**config.mk**
```make
export PLATFORM = sky130hd
export DESIGN_NAME = hex_display_scanner
export DESIGN_NICKNAME = d
export VERILOG_FILES = /design/src/rtl/hex_display_pkg.sv /design/src/rtl/hex_display_scanner_hex_decoder.sv /design/src/rtl/hex_display_scanner.sv
export SDC_FILE = /design/constraint.sdc
export NUM_CORES = 1
export LEC_CHECK = 0
export CORE_MARGIN = 2
export CORE_UTILIZATION = 25
export DETAILED_ROUTE_END_ITERATION = 16
export DONT_BUFFER_PORTS = 1
export PLACE_DENSITY = 0.47
export RECOVER_POWER = 50
export REMOVE_ABC_BUFFERS = 1
export SYNTH_ARGS = -nofsm -noshare
export SYNTH_HDL_FRONTEND = slang
export SYNTH_HIERARCHICAL = 1
export SYNTH_SLANG_ARGS = --single-unit
```
**constraint.sdc**
```tcl
create_clock -name clk -period 4.2 [get_ports clk]
set_clock_uncertainty 0.1 [all_clocks]
set_input_delay 0.42 -clock clk [delete_from_list [all_inputs] [get_ports clk]]
set_output_delay 0.42 -clock clk [all_outputs]
set_load 0.05 [all_outputs]
```
**src/rtl/hex_display_pkg.sv**
```systemverilog
// Shared types and constants for the multiplexed hex display scanner.
package hex_display_pkg;

  // Upper bound on the digit count; the shadow record is sized for it so the
  // package needs no parameters.
  localparam int MAX_DIGITS = 8;
  localparam int VAL_W      = 4 * MAX_DIGITS;

  // All segments off (active-low).
  localparam logic [6:0] SEG_BLANK = 7'h7F;

  // One captured display image: nibbles, decimal points and blank requests.
  typedef struct packed {
    logic [VAL_W-1:0]      value;
    logic [MAX_DIGITS-1:0] dp;
    logic [MAX_DIGITS-1:0] blank_mask;
  } shadow_rec_t;

  // Width of the digit index register; never narrower than one bit.
  function automatic int idx_width(input int n);
    return (n <= 2) ? 1 : $clog2(n);
  endfunction

endpackage

```
**src/rtl/hex_display_scanner_hex_decoder.sv**
```systemverilog
// Combinational hex nibble to active-low 7-segment pattern {g,f,e,d,c,b,a}.
module hex_decoder
  import hex_display_pkg::*;
(
  input  logic [3:0] i_nibble,
  output logic [6:0] o_seg_n
);

  // Segment lookup for the selected nibble.
  always_comb begin
    // NOTE: assign a default before the case so no path leaves the output
    // unassigned, which would infer a latch.
    o_seg_n = SEG_BLANK;
    case (i_nibble)
      4'h0:    o_seg_n = 7'h40;
      4'h1:    o_seg_n = 7'h79;
      4'h2:    o_seg_n = 7'h24;
      4'h3:    o_seg_n = 7'h30;
      4'h4:    o_seg_n = 7'h19;
      4'h5:    o_seg_n = 7'h12;
      4'h6:    o_seg_n = 7'h02;
      4'h7:    o_seg_n = 7'h58;
      4'h8:    o_seg_n = 7'h00;
      4'h9:    o_seg_n = 7'h10;
      4'hA:    o_seg_n = 7'h08;
      4'hB:    o_seg_n = 7'h03;
      4'hC:    o_seg_n = 7'h27;
      4'hD:    o_seg_n = 7'h21;
      4'hE:    o_seg_n = 7'h06;
      4'hF:    o_seg_n = 7'h0E;
      default: o_seg_n = SEG_BLANK;
    endcase
  end

endmodule

```
**src/rtl/hex_display_scanner.sv**
```systemverilog
// Time-multiplexed driver for an N-digit common-anode 7-segment display with
// frame-aligned double buffering, anti-ghost dead time, leading-zero
// suppression and whole-display blink.
module hex_display_scanner
  import hex_display_pkg::*;
#(
  parameter int N_DIGITS     = 4,
  parameter int SCAN_DIV     = 50000,
  parameter int DEAD_CYCLES  = 500,
  parameter int BLINK_FRAMES = 64
) (
  input  logic                  clk,
  input  logic                  reset,
  input  logic [4*N_DIGITS-1:0] value,
  input  logic [N_DIGITS-1:0]   dp,
  input  logic [N_DIGITS-1:0]   blank_mask,
  input  logic                  load,
  input  logic                  lz_en,
  input  logic                  blink_en,
  output logic [6:0]            seg_n,
  output logic                  dp_n,
  output logic [N_DIGITS-1:0]   an_n,
  output logic                  frame_start
);

  localparam int CNT_W = $clog2(SCAN_DIV);
  localparam int IDX_W = idx_width(N_DIGITS);
  localparam int FRM_W = $clog2(BLINK_FRAMES + 1);

  // Reject configurations the scan logic cannot honour.
  if (N_DIGITS < 1 || N_DIGITS > MAX_DIGITS) begin : g_bad_digits
    $error("hex_display_scanner: N_DIGITS must be 1..8");
  end
  if (SCAN_DIV < 2) begin : g_bad_div
    $error("hex_display_scanner: SCAN_DIV must be >= 2");
  end
  if (DEAD_CYCLES < 0 || DEAD_CYCLES >= SCAN_DIV) begin : g_bad_dead
    $error("hex_display_scanner: DEAD_CYCLES must be 0..SCAN_DIV-1");
  end
  if (BLINK_FRAMES < 1) begin : g_bad_blink
    $error("hex_display_scanner: BLINK_FRAMES must be >= 1");
  end

  logic [CNT_W-1:0]    r_cnt;
  logic [IDX_W-1:0]    r_idx;
  shadow_rec_t         r_pending;
  logic                r_pending_valid;
  shadow_rec_t         r_shadow;
  logic [FRM_W-1:0]    r_frame_cnt;
  logic                r_blink_on;
  logic [6:0]          r_seg_n;
  logic                r_dp_n;
  logic [N_DIGITS-1:0] r_an_n;
  logic                r_frame_start;

  logic                w_slot_wrap;
  logic                w_last_digit;
  logic                w_frame_wrap;
  shadow_rec_t         w_load_rec;
  logic [3:0]          w_nibble;
  logic [6:0]          w_seg_lit;
  logic                w_upper_zero;
  logic                w_dark;

  assign w_slot_wrap  = (r_cnt == CNT_W'(SCAN_DIV - 1));
  assign w_last_digit = (r_idx == IDX_W'(N_DIGITS - 1));
  // The edge that leaves the last slot of the last digit starts a new frame.
  assign w_frame_wrap = w_slot_wrap && w_last_digit;

  // Zero-extend the live inputs into a full-width record for capture.
  always_comb begin
    w_load_rec                            = '0;
    w_load_rec.value[4*N_DIGITS-1:0]      = value;
    w_load_rec.dp[N_DIGITS-1:0]           = dp;
    w_load_rec.blank_mask[N_DIGITS-1:0]   = blank_mask;
  end

  // Scan position: slot counter and digit index.
  always_ff @(posedge clk) begin
    // NOTE: sequential state uses non-blocking assignments so every register
    // samples pre-edge values regardless of statement order.
    if (reset) begin
      r_cnt <= '0;
      r_idx <= '0;
    end else if (w_slot_wrap) begin
      r_cnt <= '0;
      r_idx <= w_last_digit ? '0 : r_idx + 1'b1;
    end else begin
      r_cnt <= r_cnt + 1'b1;
    end
  end

  // Double buffer: loads land in pending, commit to shadow only at frame wrap.
  always_ff @(posedge clk) begin
    if (reset) begin
      r_pending       <= '0;
      r_pending_valid <= 1'b0;
      r_shadow        <= '0;
    end else begin
      if (w_frame_wrap && r_pending_valid) begin
        r_shadow <= r_pending;
      end
      // A load on the commit edge keeps its data pending for the next frame.
      if (load) begin
        r_pending       <= w_load_rec;
        r_pending_valid <= 1'b1;
      end else if (w_frame_wrap) begin
        r_pending_valid <= 1'b0;
      end
    end
  end

  // Blink timebase: counts frames and flips the phase every BLINK_FRAMES.
  always_ff @(posedge clk) begin
    if (reset) begin
      r_frame_cnt <= '0;
      r_blink_on  <= 1'b1;
    end else if (w_frame_wrap) begin
      if (r_frame_cnt == FRM_W'(BLINK_FRAMES - 1)) begin
        r_frame_cnt <= '0;
        r_blink_on  <= ~r_blink_on;
      end else begin
        r_frame_cnt <= r_frame_cnt + 1'b1;
      end
    end
  end

  assign w_nibble = r_shadow.value[{r_idx, 2'b00} +: 4];

  hex_decoder u_hex_decoder (
    .i_nibble (w_nibble),
    .o_seg_n  (w_seg_lit)
  );

  // Darkness of the current digit: blank mask, blink-off phase, or a leading zero.
  always_comb begin
    w_upper_zero = 1'b1;
    for (int i = 0; i < MAX_DIGITS; i++) begin
      if (i >= int'(r_idx) && r_shadow.value[4*i +: 4] != 4'h0) begin
        w_upper_zero = 1'b0;
      end
    end
    w_dark = r_shadow.blank_mask[r_idx]
          || (blink_en && !r_blink_on)
          || (lz_en && (r_idx != '0) && w_upper_zero);
  end

  // Registered pin drivers, one cycle behind the scan position.
  always_ff @(posedge clk) begin
    if (reset) begin
      r_seg_n       <= SEG_BLANK;
      r_dp_n        <= 1'b1;
      r_an_n        <= '1;
      r_frame_start <= 1'b0;
    end else begin
      r_seg_n       <= w_dark ? SEG_BLANK : w_seg_lit;
      r_dp_n        <= w_dark | ~r_shadow.dp[r_idx];
      r_an_n        <= (r_cnt >= CNT_W'(DEAD_CYCLES)) ? ~(N_DIGITS'(1) << r_idx) : '1;
      r_frame_start <= (r_cnt == '0) && (r_idx == '0);
    end
  end

  assign seg_n       = r_seg_n;
  assign dp_n        = r_dp_n;
  assign an_n        = r_an_n;
  assign frame_start = r_frame_start;

endmodule

```
==> impl_metrics.prom <==
# TYPE chip_impl_metric gauge
chip_impl_metric{name="cts-root-to-sink-buffers",unit=""} 2
chip_impl_metric{name="power_leakage",unit="uW"} 0.00154
chip_impl_metric{name="dieArea",unit="sq um"} 17200
chip_impl_metric{name="initial_utilization",unit=""} 0.256
chip_impl_metric{name="grt_util_met2",unit=""} 0.154
chip_impl_info{name="post_synth_most_frequent_cells",value="88 x sky130_fd_sc_hd__dfxtp_1, 53 x sky130_fd_sc_hd__mux2i_1, 51 x sky130_fd_sc_hd__nand2b_1"} 1
chip_impl_metric{name="dr.pass1.iters",unit=""} 4
chip_impl_metric{name="final_layout_size_suffix_gt1_frac",unit=""} 0.0893
chip_impl_metric{name="synth-adder-area-share",unit=""} 0.0402
chip_impl_metric{name="max_slew_margin_vs_limit",unit=""} 0.192
chip_impl_metric{name="instances_no_fill",unit=""} 619
chip_impl_metric{name="timing.reg2reg.worst_path_depth",unit=""} 5
chip_impl_metric{name="area_growth_syn_to_layout",unit="%"} 10.0
chip_impl_metric{name="grt.overflow.total",unit=""} 0
chip_impl_metric{name="synth_seq_cells",unit=""} 88
chip_impl_info{name="root_buffer",value="sky130_fd_sc_hd__clkbuf_16"} 1
chip_impl_info{name="worst_min_delay_path_class",value="in2reg"} 1
chip_impl_metric{name="drv_slew",unit=""} 0
chip_impl_metric{name="final_total_negative_setup_slack",unit="ps"} 0
chip_impl_metric{name="p_total",unit="uW"} 1730
chip_impl_metric{name="final_period_minus_worst_setup_slack",unit="ps"} 3450
chip_impl_metric{name="core.rowCount",unit=""} 46
chip_impl_metric{name="yosys_warnings",unit=""} 6
chip_impl_metric{name="floorplan.die.height",unit="microns"} 131
chip_impl_metric{name="numClockSinks",unit=""} 88
chip_impl_metric{name="drv_cap",unit=""} 0
chip_impl_info{name="yosys.cell_count.top_type",value="sky130_fd_sc_hd__dfxtp_1"} 1
chip_impl_metric{name="core_area",unit="sq um"} 15800
chip_impl_metric{name="clock_insertion_delay_worst_skew",unit="ps"} 340
chip_impl_metric{name="multiplexer_share_of_the_synthesized_area",unit=""} 0.176
chip_impl_metric{name="final.period_utilization",unit=""} 0.820
chip_impl_info{name="synth_top_cells_by_area",value="sky130_fd_sc_hd__dfxtp_1 44%, sky130_fd_sc_hd__mux2i_1 13%, sky130_fd_sc_hd__nand2b_1 7.9%, sky130_fd_sc_hd__nor2_1 4.5%, sky130_fd_sc_hd__mux4_2 4.5%"} 1
chip_impl_metric{name="met1_track_utilization_from_global_routing",unit=""} 0.131
chip_impl_info{name="postSynth.topFlopCell",value="sky130_fd_sc_hd__dfxtp_1"} 1
chip_impl_metric{name="worst-path-max-fanout",unit=""} 15
chip_impl_metric{name="place_congestion",unit=""} 0.776
chip_impl_metric{name="postCtsHoldBufs",unit=""} 0
chip_impl_metric{name="synth_top_area_frac",unit=""} 0.435
chip_impl_metric{name="async_flop_share",unit=""} 0
chip_impl_metric{name="vias_per_cell",unit=""} 4.43
chip_impl_metric{name="power.density",unit="nW/um^2"} 389
chip_impl_metric{name="compound_gate_fraction_of_synth_area",unit=""} 0.0359
chip_impl_info{name="setup.worst_path.start_class",value="register"} 1
chip_impl_metric{name="diodes",unit=""} 0
chip_impl_info{name="run_status",value="completed"} 1
chip_impl_metric{name="remaining_drc_errors",unit=""} 0
chip_impl_info{name="tritoncts",value="built"} 1
chip_impl_info{name="post-synth-top-area-cell",value="sky130_fd_sc_hd__dfxtp_1"} 1
chip_impl_metric{name="final-hold-violation-count",unit=""} 0
chip_impl_metric{name="timing.critical_path.arrival",unit="ps"} 3620
chip_impl_metric{name="first_global_vias",unit=""} 2760
chip_impl_metric{name="place_hpwl",unit="microns"} 5700
chip_impl_metric{name="pre_cts_slack",unit="ps"} 1310
chip_impl_metric{name="dp.cells",unit=""} 603
chip_impl_metric{name="grt_first_pass_wirelength",unit="microns"} 13900
chip_impl_metric{name="detailroute.via_count",unit=""} 2742
chip_impl_metric{name="syn_std_cell_area",unit="sq um"} 4050
chip_impl_metric{name="ant_nets",unit=""} 0
chip_impl_metric{name="critical_path_required",unit="ps"} 4370
chip_impl_metric{name="met3_usage",unit=""} 0.0340
chip_impl_metric{name="num_io_pins",unit=""} 42
chip_impl_metric{name="worst_pin_slew",unit="ps"} 1200
chip_impl_metric{name="yosysSeqAreaShare",unit=""} 0.435
chip_impl_metric{name="detailed_route_iter0_violations",unit=""} 151
chip_impl_metric{name="grt.total_usage",unit=""} 0.0999
chip_impl_metric{name="post_synth_and_or_nand_nor_area_fraction",unit=""} 0.243
chip_impl_info{name="grt_setup_unrepaired",value="no"} 1
chip_impl_metric{name="timing.fmax",unit="MHz"} 290
chip_impl_metric{name="layout_setup_ws",unit="ps"} 755
chip_impl_metric{name="clock_transition_time_at_the_flip_flop_clock_pins_of_the_worst_setup_and_hold_paths",unit="ps"} 60
chip_impl_metric{name="numCtsBuffers",unit=""} 9
chip_impl_metric{name="rrSetupSlack",unit="ps"} 750
chip_impl_metric{name="setup_viol_count_final",unit=""} 0
chip_impl_metric{name="largest_net_degree_at_the_start_of_global_routing",unit=""} 92
chip_impl_info{name="setup.worst_path.end_class",value="register"} 1
chip_impl_metric{name="post_drt_wl_per_cell",unit="microns"} 13.3
chip_impl_metric{name="wirelength",unit="microns"} 8230
chip_impl_info{name="timing_worst_setup_path_type",value="reg2reg"} 1
chip_impl_metric{name="yosys.area_share.xor_xnor",unit=""} 0.0238
chip_impl_metric{name="synth-edff-count",unit=""} 0
chip_impl_info{name="globalRoute.busiestLayer",value="met2"} 1
chip_impl_metric{name="post-route-util",unit=""} 0.281
chip_impl_metric{name="hold_depth",unit=""} 1
chip_impl_info{name="combinational_family_with_the_most_area_after_synthesis",value="simple AND/OR/NAND/NOR gates"} 1
chip_impl_metric{name="power.ir.vdd_worst",unit="mV"} 0.206
chip_impl_metric{name="nNetsFinal",unit=""} 440
chip_impl_metric{name="antenna_found_initial",unit=""} 0
chip_impl_metric{name="die-width",unit="microns"} 131
chip_impl_metric{name="synth_cell_type_count",unit=""} 41
chip_impl_metric{name="cts.repair_timing.setup_buffer_count",unit=""} 0
chip_impl_metric{name="syn-mean-instance-area",unit="sq um"} 9.85
chip_impl_metric{name="netlist_instances",unit=""} 411
chip_impl_metric{name="cts-htree-levels",unit=""} 3
chip_impl_metric{name="placement.io_buffers",unit=""} 0
chip_impl_metric{name="cts_resized",unit=""} 0
==> flip-flops by register name, indices dropped and copies added, names as in the netlist <==
name             cells
an_n                 4
dp_n                 1
frame_start          1
r_blink_on           1
r_cnt               16
r_frame_cnt          7
r_idx                2
r_pending           24
r_pending_valid      1
r_shadow            24
seg_n                7
==> report_power, final <==
part | internal, uW | total (uW) | switching, uW
clock | 476 | 802 | 326
sequential | 856 | 883 | 27.5
combinational | 29.8 | 47.6 | 17.9
==> metal layers <==
layer  share of wire  vias to the layer above
li1                -                     1381
met1            0.50                     1302
met2            0.44                       49
met3           0.043                       10
met4           0.017                        0
met5               0                        -
==> layout by cell type (no fill, tap or decap), drive strengths merged, types with 2 or more instances in the layout <==
cell type / count
dfxtp: 88
mux2i: 53
nand2b: 51
nor2: 49
nand2: 15
ha: 13
a21oi: 12
clkbuf: 11
inv: 10
o21ai: 9
or2: 9
mux4: 8
nand4: 8
nand3: 8
xor2: 6
or4: 6
or3: 6
nor4: 5
and3: 5
xnor2: 5
nor3: 4
nor2b: 3
clkinv: 3
o31ai: 2
nand4b: 2
==> path summary, 6_finish.rpt <==
kind,from,to
worst min-delay path,reset,r_pending[17]$_SDFFE_PP0P_
worst min register to register,r_cnt[0]$_SDFF_PP0_,r_cnt[0]$_SDFF_PP0_
worst max-delay path,r_cnt[10]$_SDFF_PP0_,r_shadow[0]$_SDFFE_PP0P_
worst max register to register,r_cnt[10]$_SDFF_PP0_,r_shadow[0]$_SDFFE_PP0P_
==> critical path, stage by stage, from the launching register on <==
cell and delay (ps):
sky130_fd_sc_hd__dfxtp_1 350, sky130_fd_sc_hd__or4_1 610, sky130_fd_sc_hd__nor4_1 1040, sky130_fd_sc_hd__and3_1 670, sky130_fd_sc_hd__buf_4 380, sky130_fd_sc_hd__mux2i_1 220
==> stage by stage <==
stage	instance area [sq um]	hold slack (ps)
2_1_floorplan	3900	338
3_3_place_gp	4170	354
3_5_place_dp	4170	362
4_1_cts	4470	38.1
5_1_grt	4450	41.0
6_report	4450	54.4
==> cell type report <==
type	instances	area, sq um
inverters	10	37.5
clock inverters	5	56.3
flip-flops and latches	88	1760
clock buffers	11	243
multi-input cells	288	2080
well taps	216	270
fillers	1668	11400
repair buffers	1	7.51
==> logic make-up after synthesis <==
logic type,after synthesis
compound gates,26
xor+xnor,11
buf+inv,35
flops,88
simple gates,177
mux,61
fa+ha+maj,13
(Power assumes the default switching activity.)
